===== config.mk =====
export PLATFORM = sky130hd
export DESIGN_NAME = flags_cond_unit_flat
export DESIGN_NICKNAME = d
export VERILOG_FILES = /design/src/rtl/flags_cond_unit_if.sv /design/src/rtl/flags_cond_unit.sv /design/src/flat_wrapper.sv
export SDC_FILE = /design/constraint.sdc
export NUM_CORES = 1
export LEC_CHECK = 0
export CORE_AREA = 2 2 39 41
export DETAILED_ROUTE_END_ITERATION = 10
export DIE_AREA = 0 0 41 43
export MAX_ROUTING_LAYER = met4
export SYNTH_ARGS = -nofsm -noshare
export SYNTH_HDL_FRONTEND = slang
export SYNTH_SLANG_ARGS = --single-unit

===== constraint.sdc =====
create_clock -name clk -period 4.4 [get_ports clk]
set_input_delay 1.32 -clock clk [delete_from_list [all_inputs] [get_ports clk]]
set_output_delay 1.32 -clock clk [all_outputs]
set_load 0.02 [all_outputs]

===== src/rtl/flags_cond_unit_if.sv =====
// Bus between the EX/issue stages and flags_cond_unit.
// The pipeline side (master) drives ALU flags, pipeline control and the B.cond request.
// The unit side (slave) returns the architectural flags, the hazard hold and the branch decision.
interface flags_cond_if;
  // Pipeline control
  logic       stall;
  logic       flush;
  // EX-stage ALU results
  logic       ex_valid;
  logic       write_flags;
  logic       negative;
  logic       zero_flag;
  logic       carry;
  logic       overflow;
  // Issue-stage B.cond
  logic       bcond_req;
  logic [3:0] cond;
  // Unit outputs
  logic [3:0] nzcv;
  logic       cond_hold;
  logic       taken_valid;
  logic       taken;

  modport master (
    output stall,
    output flush,
    output ex_valid,
    output write_flags,
    output negative,
    output zero_flag,
    output carry,
    output overflow,
    output bcond_req,
    output cond,
    input  nzcv,
    input  cond_hold,
    input  taken_valid,
    input  taken
  );

  modport slave (
    input  stall,
    input  flush,
    input  ex_valid,
    input  write_flags,
    input  negative,
    input  zero_flag,
    input  carry,
    input  overflow,
    input  bcond_req,
    input  cond,
    output nzcv,
    output cond_hold,
    output taken_valid,
    output taken
  );
endinterface


===== src/rtl/flags_cond_unit.sv =====
// flags_cond_unit: architectural NZCV register plus B.cond resolution.
// Holds {N,Z,C,V}, detects the flag RAW hazard between a flag-setting op in EX and a
// B.cond in issue, and produces a registered (1-cycle latency) branch decision.
// Optional feature macro: FLAG_BYPASS_EN -- forwards EX flags into the condition
// evaluation instead of requesting a hold.
module flags_cond_unit #(
  parameter logic [3:0] RESET_NZCV = 4'b0000
) (
  input logic         clk,
  input logic         reset,
  flags_cond_if.slave bus
);

  logic [3:0] nzcv_q, nzcv_d;
  logic       taken_valid_q, taken_valid_d;
  logic       taken_q, taken_d;

  logic [3:0] alu_flags;
  logic       ex_sets_flags;
  logic       flag_we;
  logic       hold;
  logic       eval;
  logic [3:0] flag_src;
  logic       cond_true;

  assign alu_flags = {bus.negative, bus.zero_flag, bus.carry, bus.overflow};

  // A live (unflushed) flag setter sitting in EX this cycle.
  assign ex_sets_flags = bus.ex_valid & bus.write_flags & ~bus.flush;
  assign flag_we       = ex_sets_flags & ~bus.stall;

`ifdef FLAG_BYPASS_EN
  // Hazard resolved by forwarding the EX flags; no hold ever requested.
  always_comb begin
    hold     = 1'b0;
    flag_src = ex_sets_flags ? alu_flags : nzcv_q;
  end
`else
  // Hazard resolved by holding the B.cond until the setter has retired its flags.
  always_comb begin
    hold     = bus.bcond_req & ex_sets_flags;
    flag_src = nzcv_q;
  end
`endif

  assign eval = bus.bcond_req & ~hold;

  // Condition decode: odd codes invert the even predicate, except NV which is always true.
  always_comb begin
    logic n, z, c, v;
    logic base;
    {n, z, c, v} = flag_src;
    base = 1'b1;
    case (bus.cond[3:1])
      3'd0:    base = z;
      3'd1:    base = c;
      3'd2:    base = n;
      3'd3:    base = v;
      3'd4:    base = c & ~z;
      3'd5:    base = ~(n ^ v);
      3'd6:    base = ~z & ~(n ^ v);
      default: base = 1'b1;
    endcase
    if (bus.cond == 4'hF) begin
      cond_true = 1'b1;
    end else begin
      cond_true = base ^ bus.cond[0];
    end
  end

  // Next-state: flush overrides stall; stall freezes everything else.
  always_comb begin
    nzcv_d        = nzcv_q;
    taken_valid_d = taken_valid_q;
    taken_d       = taken_q;
    if (flag_we) begin
      nzcv_d = alu_flags;
    end
    if (bus.flush) begin
      taken_valid_d = 1'b0;
      taken_d       = 1'b0;
    end else if (!bus.stall) begin
      taken_valid_d = eval;
      taken_d       = eval & cond_true;
    end
  end

  // State registers with asynchronous active-low clear.
  always_ff @(posedge clk or negedge reset) begin
    if (!reset) begin
      nzcv_q        <= RESET_NZCV;
      taken_valid_q <= 1'b0;
      taken_q       <= 1'b0;
    end else begin
      nzcv_q        <= nzcv_d;
      taken_valid_q <= taken_valid_d;
      taken_q       <= taken_d;
    end
  end

  assign bus.nzcv        = nzcv_q;
  assign bus.cond_hold   = hold;
  assign bus.taken_valid = taken_valid_q;
  assign bus.taken       = taken_q;

endmodule


===== src/flat_wrapper.sv =====
// flat-port wrapper written by rule: the top's interface ports become plain ports
module flags_cond_unit_flat 
#(
  parameter logic [3:0] RESET_NZCV = 4'b0000
)
  (clk, reset, bus_stall, bus_flush, bus_ex_valid, bus_write_flags, bus_negative, bus_zero_flag, bus_carry, bus_overflow, bus_bcond_req, bus_cond, bus_nzcv, bus_cond_hold, bus_taken_valid, bus_taken);
  flags_cond_if bus_i ();
  input logic clk;
  input logic reset;
  input wire logic [$bits(bus_i.stall)-1:0] bus_stall;
  input wire logic [$bits(bus_i.flush)-1:0] bus_flush;
  input wire logic [$bits(bus_i.ex_valid)-1:0] bus_ex_valid;
  input wire logic [$bits(bus_i.write_flags)-1:0] bus_write_flags;
  input wire logic [$bits(bus_i.negative)-1:0] bus_negative;
  input wire logic [$bits(bus_i.zero_flag)-1:0] bus_zero_flag;
  input wire logic [$bits(bus_i.carry)-1:0] bus_carry;
  input wire logic [$bits(bus_i.overflow)-1:0] bus_overflow;
  input wire logic [$bits(bus_i.bcond_req)-1:0] bus_bcond_req;
  input wire logic [$bits(bus_i.cond)-1:0] bus_cond;
  output wire logic [$bits(bus_i.nzcv)-1:0] bus_nzcv;
  output wire logic [$bits(bus_i.cond_hold)-1:0] bus_cond_hold;
  output wire logic [$bits(bus_i.taken_valid)-1:0] bus_taken_valid;
  output wire logic [$bits(bus_i.taken)-1:0] bus_taken;
  assign bus_i.stall = bus_stall;
  assign bus_i.flush = bus_flush;
  assign bus_i.ex_valid = bus_ex_valid;
  assign bus_i.write_flags = bus_write_flags;
  assign bus_i.negative = bus_negative;
  assign bus_i.zero_flag = bus_zero_flag;
  assign bus_i.carry = bus_carry;
  assign bus_i.overflow = bus_overflow;
  assign bus_i.bcond_req = bus_bcond_req;
  assign bus_i.cond = bus_cond;
  assign bus_nzcv = bus_i.nzcv;
  assign bus_cond_hold = bus_i.cond_hold;
  assign bus_taken_valid = bus_i.taken_valid;
  assign bus_taken = bus_i.taken;
  flags_cond_unit #(.RESET_NZCV(RESET_NZCV)) u_core (.clk(clk), .reset(reset), .bus(bus_i));
endmodule

# Word-level counts from Yosys, hierarchy flattened
# Cells that the tools add are included.
# W data, S select, Z words.
[op_classes] div=0 shifts=0 n_lt_le_gt_ge=0 add_sub_neg=0 mul=0 reduce_logical=1 n_eq_ne=8 n_mux=6 bitwise_logic=15
[op_table] cell="$eq A3 B3 Y1 const B" count=3
[op_table] cell="$and A1 B1 Y1" count=8
[op_table] cell="$pmux W1 S7" count=1
[op_table] cell="$eq A3 B2 Y1 const B" count=2
[op_table] cell="$mux W1" count=5
[op_table] cell="$not A1 Y1" count=5
[op_table] cell="$eq A4 B4 Y1 const B" count=1
[op_table] cell="$eq A3 B1 Y1 const B" count=1
[op_table] cell="$logic_not A3 Y1" count=1
[op_table] cell="$ne A2 B1 Y1 const B" count=1
[op_table] cell="$xor A1 B1 Y1" count=2
[totals] out_inout_bits=7 memories=0 ff_bits=6 input_bits=15 rom_bits=0 elab_cells=33 ramBits=0 latchBits=0

# Logic depth before layout (Yosys ltp)
[depth] depth_word=9 depth_mapped=5 mapped_depth_nobuf=5

# Worst setup path after synthesis
# OpenSTA, ideal clock, no wires.
[synth_path] path_kind="input port to output port" start="in bus_flush" end="out bus_cond_hold" path_slack_ns=1.337 required_time_ns=3.080 t_arrival_ns=1.743 stages=2 path_buffers=0 path_cell_list="nand2b_1 -> nor2_1"
[synth_between] elab_chain_cells=3
[synth_lines] element="start: declaration" line="flat_wrapper.sv:11" rtl="input wire logic [$bits(bus_i.flush)-1:0] bus_flush;"
[synth_lines] element="$not A1 Y1" line="flags_cond_unit.sv:29" rtl="assign ex_sets_flags = bus.ex_valid & bus.write_flags & ~bus.flush;"
[synth_lines] element="$and A1 B1 Y1" line="flags_cond_unit.sv:29"
[synth_lines] element="$and A1 B1 Y1" line="flags_cond_unit.sv:41" rtl="hold = bus.bcond_req & ex_sets_flags;"
[synth_lines] element="end: declaration" line="flat_wrapper.sv:21" rtl="output wire logic [$bits(bus_i.cond_hold)-1:0] bus_cond_hold;"
# No other way between the ends.

# Worst setup path after layout
# Ends and elaborated chain as after synthesis.

==> results.sh <==
export IMPL_vias=367
export IMPL_area_growth_pct=69.42
export IMPL_track_usage_pct=11.54
export IMPL_grt_pass1_vias=309
export IMPL_initial_core_util_pct=26.31
export IMPL_cp_slowest_cell="clkdlybuf4s50_1"
export IMPL_clk_insertion_delay_late_ps=240
export IMPL_cp_end_kind="primary output"
export IMPL_drive_gt1_share_pct=14.75
export IMPL_yosys_area_top_type="dfrtp_1"
export IMPL_status="finished clean"
export IMPL_synth_most_common_cell="dfrtp_1"
export IMPL_synth_area_um2=364.1
export IMPL_avgViaCountPerCell=4.766
export IMPL_critical_path_max_fanout=4
export IMPL_avgSynthCellArea_um2=9.841
export IMPL_drv_cap=0
export IMPL_synthArstFlopShare_pct=100.0
export IMPL_clk_pin_slew_ps=50
export IMPL_critPathMaxStageDelay_ps=600
export IMPL_min_from="u_core.bus.taken_valid"
export IMPL_crit_family="buffers and inverters"
export IMPL_ys_seq_elements=6
export IMPL_synth_edf_count=0
export IMPL_htreeDepth=1
export IMPL_slew_violations=0
export IMPL_holdBufCountCts=0
export IMPL_cp_num_buf_inv=2
export IMPL_crit_top_cell="clkdlybuf4s50_1"
export IMPL_path_class="in2out"
export IMPL_synth_cell_type_count=22
export IMPL_ant_nets=0
export IMPL_relSlewSlack_pct=60.01
export IMPL_rsz0062_at_grt="false"
export IMPL_synth_top_area_share_pct=41.24
export IMPL_finalHoldViolations=0
export IMPL_die_h_um=43
export IMPL_postCtsSetupRepairBufs=0
export IMPL_io_buffers=21
export IMPL_fill_cells=140
export IMPL_antenna_cells=0
export IMPL_synth_flop_cell="dfrtp_1"
export IMPL_antenna_found_initial=0
export IMPL_die_w_um=41
export IMPL_io_pins=22
export IMPL_final_nets=78
export IMPL_ys_warn_count=0
export IMPL_core_um2=1384
export IMPL_fin_cells=77
export IMPL_num_rows=14
export IMPL_netlist_top_cells_count="dfrtp_1 (6), nand2_1 (5), mux2_2 (3), nor2_1 (3), o21ai_0 (3)"
export IMPL_cts_buffer_depth=2
export IMPL_grt_pass1_wl_um=1311
export IMPL_worst_slew_pin_slew_ps=595.2
export IMPL_wl_um=839
export IMPL_rr_worst_depth=5
export IMPL_grt_overflow=0
export IMPL_cts_root_buffer="clkbuf_4"
export IMPL_yosysSeqAreaShare_pct=41.24
export IMPL_firstDrtPassIters=4
export IMPL_powerDensity_nw_per_um2=322.6
export IMPL_tns_ps=0
export IMPL_leakage_nw=0.2322
export IMPL_r2r_slack_ps=2850
export IMPL_reg2reg_to="u_core.bus.taken"
export IMPL_min_period_ps=3957
export IMPL_hpwl_um=652.6
export IMPL_crit_chain="clkdlybuf4s50_1 -> nand2b_1 -> nor2_1 -> clkdlybuf4s50_1"
export IMPL_ir_drop_mv=0.1859
export IMPL_max_freq_mhz=252.7
export IMPL_detail_route_wl_per_cell_um=10.90
export IMPL_grt_max_degree=8
export IMPL_setup_viol=0
export IMPL_synth_area_top_cells="dfrtp_1 (41%), mux2_2 (9.3%), nand2_1 (5.2%)"
export IMPL_hold_class="reg2reg"
export IMPL_arrival_ps=2640
export IMPL_r2r_start="u_core.bus.nzcv[2]"
export IMPL_cts_resized=0
export IMPL_place_congestion=0.6340
export IMPL_critPathRequiredTime_ps=3080
export IMPL_hold_depth=2
export IMPL_drt_first_iter_violations=2
export IMPL_min_period_over_period_pct=89.94
export IMPL_dp_cells=74
export IMPL_cts_sinks=6
export IMPL_drc_errors=0
export IMPL_worst_setup_path_start_kind="input pin"
export IMPL_hold_path_endpoint="u_core.bus.taken_valid"
export IMPL_cts_tree="built"
export IMPL_numCtsBuffers=3
export IMPL_die_area_um2=1763
export IMPL_fin_worst_skew_ps=3.279
export IMPL_synth_cells=37
export IMPL_synthesis_nets=52
[stage by stage]
step	instance area (um2)	util, %	total power [mW]	setup WS, ps	hold WS, ps
2_1_floorplan	364.1	-	0.1101	1337	626.1
3_3_place_gp	594.3	42.95	0.1499	454.6	538.2
3_5_place_dp	594.3	42.95	0.1500	442.9	520.3
4_1_cts	616.8	44.57	0.2014	443.1	528.8
5_1_grt	616.8	44.57	0.2115	344.9	596.5
6_report	616.8	44.57	0.1990	442.6	527.5
[sequential cells by signal (all words and copies together), names as in the netlist]
name,count
u_core.bus.nzcv,4
u_core.bus.taken_valid,1
u_core.bus.taken,1
[routing by layer]
metal / vias up / share of wire [%] / GRT usage [%]
li1: 189 / - / -
met4: 0 / 0 / 8.000
met1: 164 / 50 / 15.28
met3: 0 / 7.4 / 3.141
met5: - / 0 / -
met2: 14 / 43 / 14.69
[cell families (layout without fill, tap and decap cells)]
family                 Yosys count  after routing  synth area share (%)
multiplexers                     3              3                 9.278
AO/OA/AOI/OAI                   10             10                 22.68
buffers and inverters            1             25                 1.030
flip-flops                       6              6                 41.24
AND/OR/NAND/NOR                 16             16                 23.37
XOR/XNOR                         1              1                 2.406
[worst max path at each step]
| stage | end | cells after the start | start |
|---|---|---|---|
| 2_1_floorplan | bus_cond_hold | 2 | bus_flush |
| 3_3_place_gp | bus_cond_hold | 4 | bus_flush |
| 3_5_place_dp | bus_cond_hold | 4 | bus_flush |
| 4_1_cts | bus_cond_hold | 4 | bus_flush |
| 5_1_grt | bus_cond_hold | 4 | bus_flush |
| 6_report | bus_cond_hold | 4 | bus_flush |
[worst reg2reg max path, delay by kind of cell, from the launching register on]
kind             cells  cell delay [ps]
flip-flops           1              420
AND/OR/NAND/NOR      1              170
AO/OA/AOI/OAI        4              840
[final cells by class]
cell class	instances	area [um2]	share of cell area (%)
well taps	16	20.02	3.245
flip-flops and latches	6	150.1	24.34
clock buffers	3	22.52	3.651
inverters	1	3.754	0.6085
repair buffers	21	210.2	34.08
multi-input cells	30	210.2	34.08
[cells in the final DEF, fill, tap and decap left out]
master / count
a21o_1: 1
xnor2_1: 1
a2111oi_2: 1
clkbuf_4: 3
nor3b_1: 1
nand2_1: 5
nor2_1: 3
clkdlybuf4s50_1: 21
a211oi_2: 1
mux2_2: 3
nand2b_1: 1
nor2b_2: 1
dfrtp_1: 6
o21ai_0: 3
nor4b_1: 1
nor2b_1: 1
o41a_1: 1
nand4_1: 1
inv_1: 1
a31o_1: 1
or3_1: 1
o211ai_1: 1
nor3_1: 1
a21oi_1: 1
[where the power goes]
group | total, mW | switching, mW | internal [mW]
clock network | 0.0502 | 0.0194 | 0.0308
registers | 0.0751 | 0.0107 | 0.0644
logic | 0.0736 | 0.0309 | 0.0427
Power figures use the tool's default switching activity.
